### src/rtl/mem_port_arbiter.sv
// Single-port RAM arbiter shared by instruction fetch and data memory stages.
// One fixed-latency access at a time, round-robin on ties, one-cycle ready pulses.
module mem_port_arbiter #(
   parameter int ADDR_W  = 32,
   parameter int DATA_W  = 32,
   parameter int MEM_LAT = 2
) (
   input  logic              clk,
   input  logic              rst,
   input  logic              if_req,
   input  logic [ADDR_W-1:0] if_addr,
   output logic [DATA_W-1:0] if_rdata,
   output logic              if_ready,
   input  logic              dm_read,
   input  logic              dm_write,
   input  logic [ADDR_W-1:0] dm_addr,
   input  logic [DATA_W-1:0] dm_wdata,
   output logic [DATA_W-1:0] dm_rdata,
   output logic              dm_ready,
   output logic              mem_en,
   output logic              mem_we,
   output logic [ADDR_W-1:0] mem_addr,
   output logic [DATA_W-1:0] mem_wdata,
   input  logic [DATA_W-1:0] mem_rdata,
   output logic              stall_if,
   output logic              stall_mem
);

   typedef enum logic [1:0] {
      IDLE   = 2'd0,
      ACC_IF = 2'd1,
      ACC_DM = 2'd2,
      DONE   = 2'd3
   } state_t;

   localparam logic [3:0] LAT = 4'(MEM_LAT);

   state_t     state;
   logic [3:0] cnt;
   logic       last_dm;
   logic       dm_req;
   logic       grant_dm;
   logic       last_cyc;

   assign dm_req    = dm_read | dm_write;
   // On a tie the port that did not win last time gets the RAM.
   assign grant_dm  = dm_req & (~if_req | ~last_dm);
   assign last_cyc  = (cnt == LAT);

   assign stall_if  = if_req & ~if_ready;
   assign stall_mem = dm_req & ~dm_ready;

   always_ff @(posedge clk or posedge rst) begin
      if (rst) begin
         state     <= IDLE;
         cnt       <= 4'd0;
         last_dm   <= 1'b0;
         mem_en    <= 1'b0;
         mem_we    <= 1'b0;
         mem_addr  <= '0;
         mem_wdata <= '0;
         if_rdata  <= '0;
         dm_rdata  <= '0;
         if_ready  <= 1'b0;
         dm_ready  <= 1'b0;
      end else begin
         if_ready <= 1'b0;
         dm_ready <= 1'b0;
         case (state)
            IDLE: begin
               if (if_req | dm_req) begin
                  mem_en  <= 1'b1;
                  cnt     <= 4'd1;
                  last_dm <= grant_dm;
                  if (grant_dm) begin
                     mem_addr  <= dm_addr;
                     mem_wdata <= dm_wdata;
                     mem_we    <= dm_write;
                     state     <= ACC_DM;
                  end else begin
                     mem_addr  <= if_addr;
                     mem_wdata <= '0;
                     mem_we    <= 1'b0;
                     state     <= ACC_IF;
                  end
               end
            end
            ACC_IF, ACC_DM: begin
               // RAM-side registers stay frozen until the last access cycle.
               if (last_cyc) begin
                  mem_en <= 1'b0;
                  mem_we <= 1'b0;
                  cnt    <= 4'd0;
                  state  <= DONE;
                  if (state == ACC_IF) begin
                     if_rdata <= mem_rdata;
                     if_ready <= 1'b1;
                  end else begin
                     if (!mem_we) begin
                        dm_rdata <= mem_rdata;
                     end
                     dm_ready <= 1'b1;
                  end
               end else begin
                  cnt <= cnt + 4'd1;
               end
            end
            DONE: begin
               state <= IDLE;
            end
            default: begin
               state <= IDLE;
            end
         endcase
      end
   end

endmodule

### config.mk
export PLATFORM = sky130hd
export DESIGN_NAME = mem_port_arbiter
export DESIGN_NICKNAME = d
export VERILOG_FILES = /design/src/rtl/mem_port_arbiter.sv
export SDC_FILE = /design/constraint.sdc
export NUM_CORES = 1
export LEC_CHECK = 0
export BUFFER_PORTS_ARGS = -buffer_cell sky130_fd_sc_hd__buf_2
export CORE_ASPECT_RATIO = 1.2
export CORE_MARGIN = 3
export CORE_UTILIZATION = 50
export DETAILED_ROUTE_END_ITERATION = 12
export GPL_ROUTABILITY_DRIVEN = 0
export PLACE_DENSITY = 0.95
export SKIP_CTS_REPAIR_TIMING = 1
export SLEW_MARGIN = 20
export SYNTH_ARGS = -nofsm -noshare
export SYNTH_HDL_FRONTEND = slang
export SYNTH_SLANG_ARGS = --single-unit
export TNS_END_PERCENT = 20
### constraint.sdc
create_clock -name clk -period 13.1 [get_ports clk]
set_clock_uncertainty 0.1 [all_clocks]
set_input_delay 3.93 -clock clk [delete_from_list [all_inputs] [get_ports clk]]
set_output_delay 3.93 -clock clk [all_outputs]
set_load 0.005 [all_outputs]
# Word-level counts from Yosys, hierarchy flattened
# Cells that the tools add are included.
# op_classes
reduce_logical	9
eq_ne	6
n_mux	21
n_addsub	1
bitwise_logic	12
# ops
operator	count
two-way mux 32 bit	2
two-way mux 1 bit	10
two-way mux 4 bit	2
case mux 4 bit (2 select lines)	1
two-way mux 2 bit	3
inverter 1 bit	6
case mux 2 bit (3 select lines)	1
AND reduction 2 bit	3
AND reduction 3 bit	2
adder 4 x 1 -> 4 bit (second input constant)	1
equality test 2 bit (second input constant)	2
equality test 4 x 2 -> 1 bit (second input constant)	1
!= test 2 bit (second input constant)	2
case mux 1 bit (2 select lines)	2
AND reduction 4 bit	1
AND 1 bit	3
bitwise OR 1 bit	3
equality test 2 x 1 -> 1 bit (second input constant)	1
zero test 2 bit	1
nonzero test 2 bit	1
OR reduction 2 bit	1
# totals
inputBits	133
out_inout_bits	134
wordCells	60
register_bits	139

# Logic depth before layout (Yosys ltp)
# logic_depth
ltp_word	6
ltp_mapped	7
mapped_depth_nobuf	5

# Worst setup path before layout
# No wires, ideal clock.
# synth_path
path_type	input to output
start	input port dm_write
end	output port stall_mem
cell_stages	2
required_time_ns	9.070
arrival_ns	4.085
path_buffers	0
slack_ns	4.985
cell_sequence	nor2_1 -> nor2_1
# synth_between
elab_chain_len	2
# synth_lines
element	line_no	rtl
start, declared	15	input logic dm_write,
bitwise OR 1 bit	45	assign dm_req = dm_read | dm_write;
AND 1 bit	51	assign stall_mem = dm_req & ~dm_ready;
end, declared	26	output logic stall_mem
# Every way passes these cells.

# Worst setup path after layout
# Same ends and word-level chain as after synthesis.

==> out/results.tsv <==
metric	value	unit
grt_pass1_vias	4578	
p_sw_share	33.0	%
synth_cells	411	
wl_per_cell	17.9	um
yosys-top-cells-area	dfrtp_1 (61%), mux2_2 (13%), mux2i_1 (6.0%)	
rr_startpoint	state[0]	
synthesis.area	0.00566	sq mm
grt_max_degree	99	
synth_mux_area_share	18.9	%
ir_worst_vdd	0.000144	V
clockRootBuffer	clkbuf_16	
htreeDepth	4	
reg2reg_to	dm_rdata[16]	
cts_buffer_depth	2	
place_ws	4620	ps
nets	815	
reg2reg_slack	10640	ps
post-dp-hpwl	10400	um
antenna_found_initial	0	
p_int	1.26	mW
synth_ff_type	dfrtp_1	
io_pins	267	
min_to	mem_addr[11]	
yosysUniqueCellTypes	34	
synth-compound-area-share	10.4	%
layout_worst_path_cycle_share	64.9	%
wirelength	14700	um
endpoint_kind	output pin	
ys_seq_area_share	61.4	%
fmax	118	MHz
fin_ws	4600	ps
hold_class	flop to flop	
crit_path_cell_trace	buf_2 > nor2_1 > nor2_1 > buf_2	
die_y	123	um
powerDensity	246	mW/mm^2
grt_setup_unrepaired	false	
critPathBufInv	2	
drt_iter0_markers	135	
switchingPower	0.622	mW
syn_area_per_cell	13.8	sq um
startpoint_type	input port	
core	0.0108	sq mm
cpLargestDelayFamily	buffers and inverters	
n_antenna_cell	0	
slowest_delay	200	ps
remaining_drc_errors	0	
die_area	0.0126	sq mm
slew_violations	0	
leakagePower	4.05	nW
clkPwrFrac	25.4	%
async_flop_share	100	%
cts.clk_slew.worst_paths	60	ps
min_path_cells	2	
synthAdderAreaFrac	1.10	%
ant_nets	0	
drtPass1Iterations	5	
worstSetupPathType	input port to output pin	
cts_tree	done	
status	completed	
clk_latency	410	ps
netlist.area_leader.share	61.4	%
synth_top_family_by_area	multiplexers	
stdcell_count	819	
grt_pass1_wl	22500	um
cts.sinks	139	
sequentialPowerShare	39.4	%
dpl.cell_count	787	
timing.hold.ws	377	ps
track_usage	23.5	%
yosysWarnings	0	
numCtsBuffers	17	
synth_edf_count	0	
rr_worst_depth	6	
core.rowCount	41	
vias_per_cell	5.34	
p_comb_share	35.2	%
drv_cap	0	
min_period	8500	ps
syn_to_final_growth	35.2	%
die_w	103	um
setup-violations-final	0	
relSlewSlack	42.2	%
worstHoldStart	mem_addr[11]	
synthesis.nets	549	
cp.arrival	4470	ps
hold_violations	0	
overflow	0	
synth_common_cells	dfrtp_1 (139), mux2_2 (65), mux2i_1 (34), nand2_1 (34), a22o_1 (33)	
synthMostInstantiatedCell	dfrtp_1	
worstPathRequired	9070	ps
yosys.area.top_type	dfrtp_1	
start_util	52.6	%
port-buffer-count	266	
drive_gt1_share	54.5	%
setup_tns	0	ps
critical_path.max_fanout	5	
fin_util	71.0	%
num_vias	4372	
worst_pin_slew	867	ps
yosys.area_share.simple	4.91	%
synth-xor-area-share	0	%
slowest_stage	buf_2	
synth-seq-cells	139	
## through the flow
step / power [mW] / area [sq um]
6_report: 1.88 / 7650
5_1_grt: 2.01 / 7650
4_1_cts: 1.90 / 7650
3_5_place_dp: 1.41 / 7050
3_3_place_gp: 1.36 / 7050
2_1_floorplan: 1.11 / 5660
## cell type report
class,count,area [sq um]
clock buffers,19,443
clock inverters,13,156
fillers,733,3120
inverters,8,35.0
multi-input cells,240,2010
flip-flops and latches,139,3480
well taps,129,161
repair buffers,271,1370
## state kept, by name, indices dropped and copies added (netlist names)
register   flops
mem_wdata     32
if_ready       1
if_rdata      32
last_dm        1
state          2
mem_en         1
cnt            4
dm_rdata      32
dm_ready       1
mem_addr      32
mem_we         1
## cell families after synthesis
kind of cell | Yosys count
simple gates | 55
fa+ha+maj | 5
compound gates | 81
flops | 139
mux | 99
buf+inv | 32
## routing by layer
layer | track usage [%] | vias to the layer above | wire (um)
li1 | - | 2012 | -
met1 | 24.3 | 2123 | 5110
met2 | 42.5 | 210 | 8000
met3 | 9.44 | 27 | 1320
met4 | 7.77 | 0 | 267
met5 | 0 | - | 0
## worst min-delay path, delay by kind of cell (launching register included)
| family | cells | cell delay [ps] |
|---|---|---|
| and+or+nand+nor | 1 | 50 |
| DFF | 1 | 340 |
| AOI/OAI and AO/OA | 1 | 60 |
## worst max path at each step
stage	to	cells after the start	slack, ps	from
floorplan	stall_mem	2	4990	dm_write
global placement	stall_mem	4	4650	dm_write
detailed placement	stall_mem	4	4620	dm_write
CTS	stall_mem	4	4610	dm_write
global route	stall_mem	4	4560	dm_write
finish	stall_mem	4	4600	dm_write
## power groups by stage
stage	Clock (mW)	Sequential (mW)	Combinational, mW
6_report	0.478	0.743	0.664
5_1_grt	0.510	0.764	0.734
3_3_place_gp	0	0.728	0.628
3_5_place_dp	0	0.744	0.663
4_1_cts	0.487	0.742	0.673
2_1_floorplan	0	0.750	0.359
## layout by cell type, fill, tap and decap left out, drive strengths merged, types with 3 or more instances in the layout
cell,instances
ha,5
clkbuf,19
dfrtp,139
clkinv,4
mux2,65
o31ai,3
mux2i,34
inv,13
buf,271
o21ai,37
nand2,34
nor2,5
a22o,33
nand3,3
nand2b,3
Note: power is estimated with default switching activity, not from simulation.
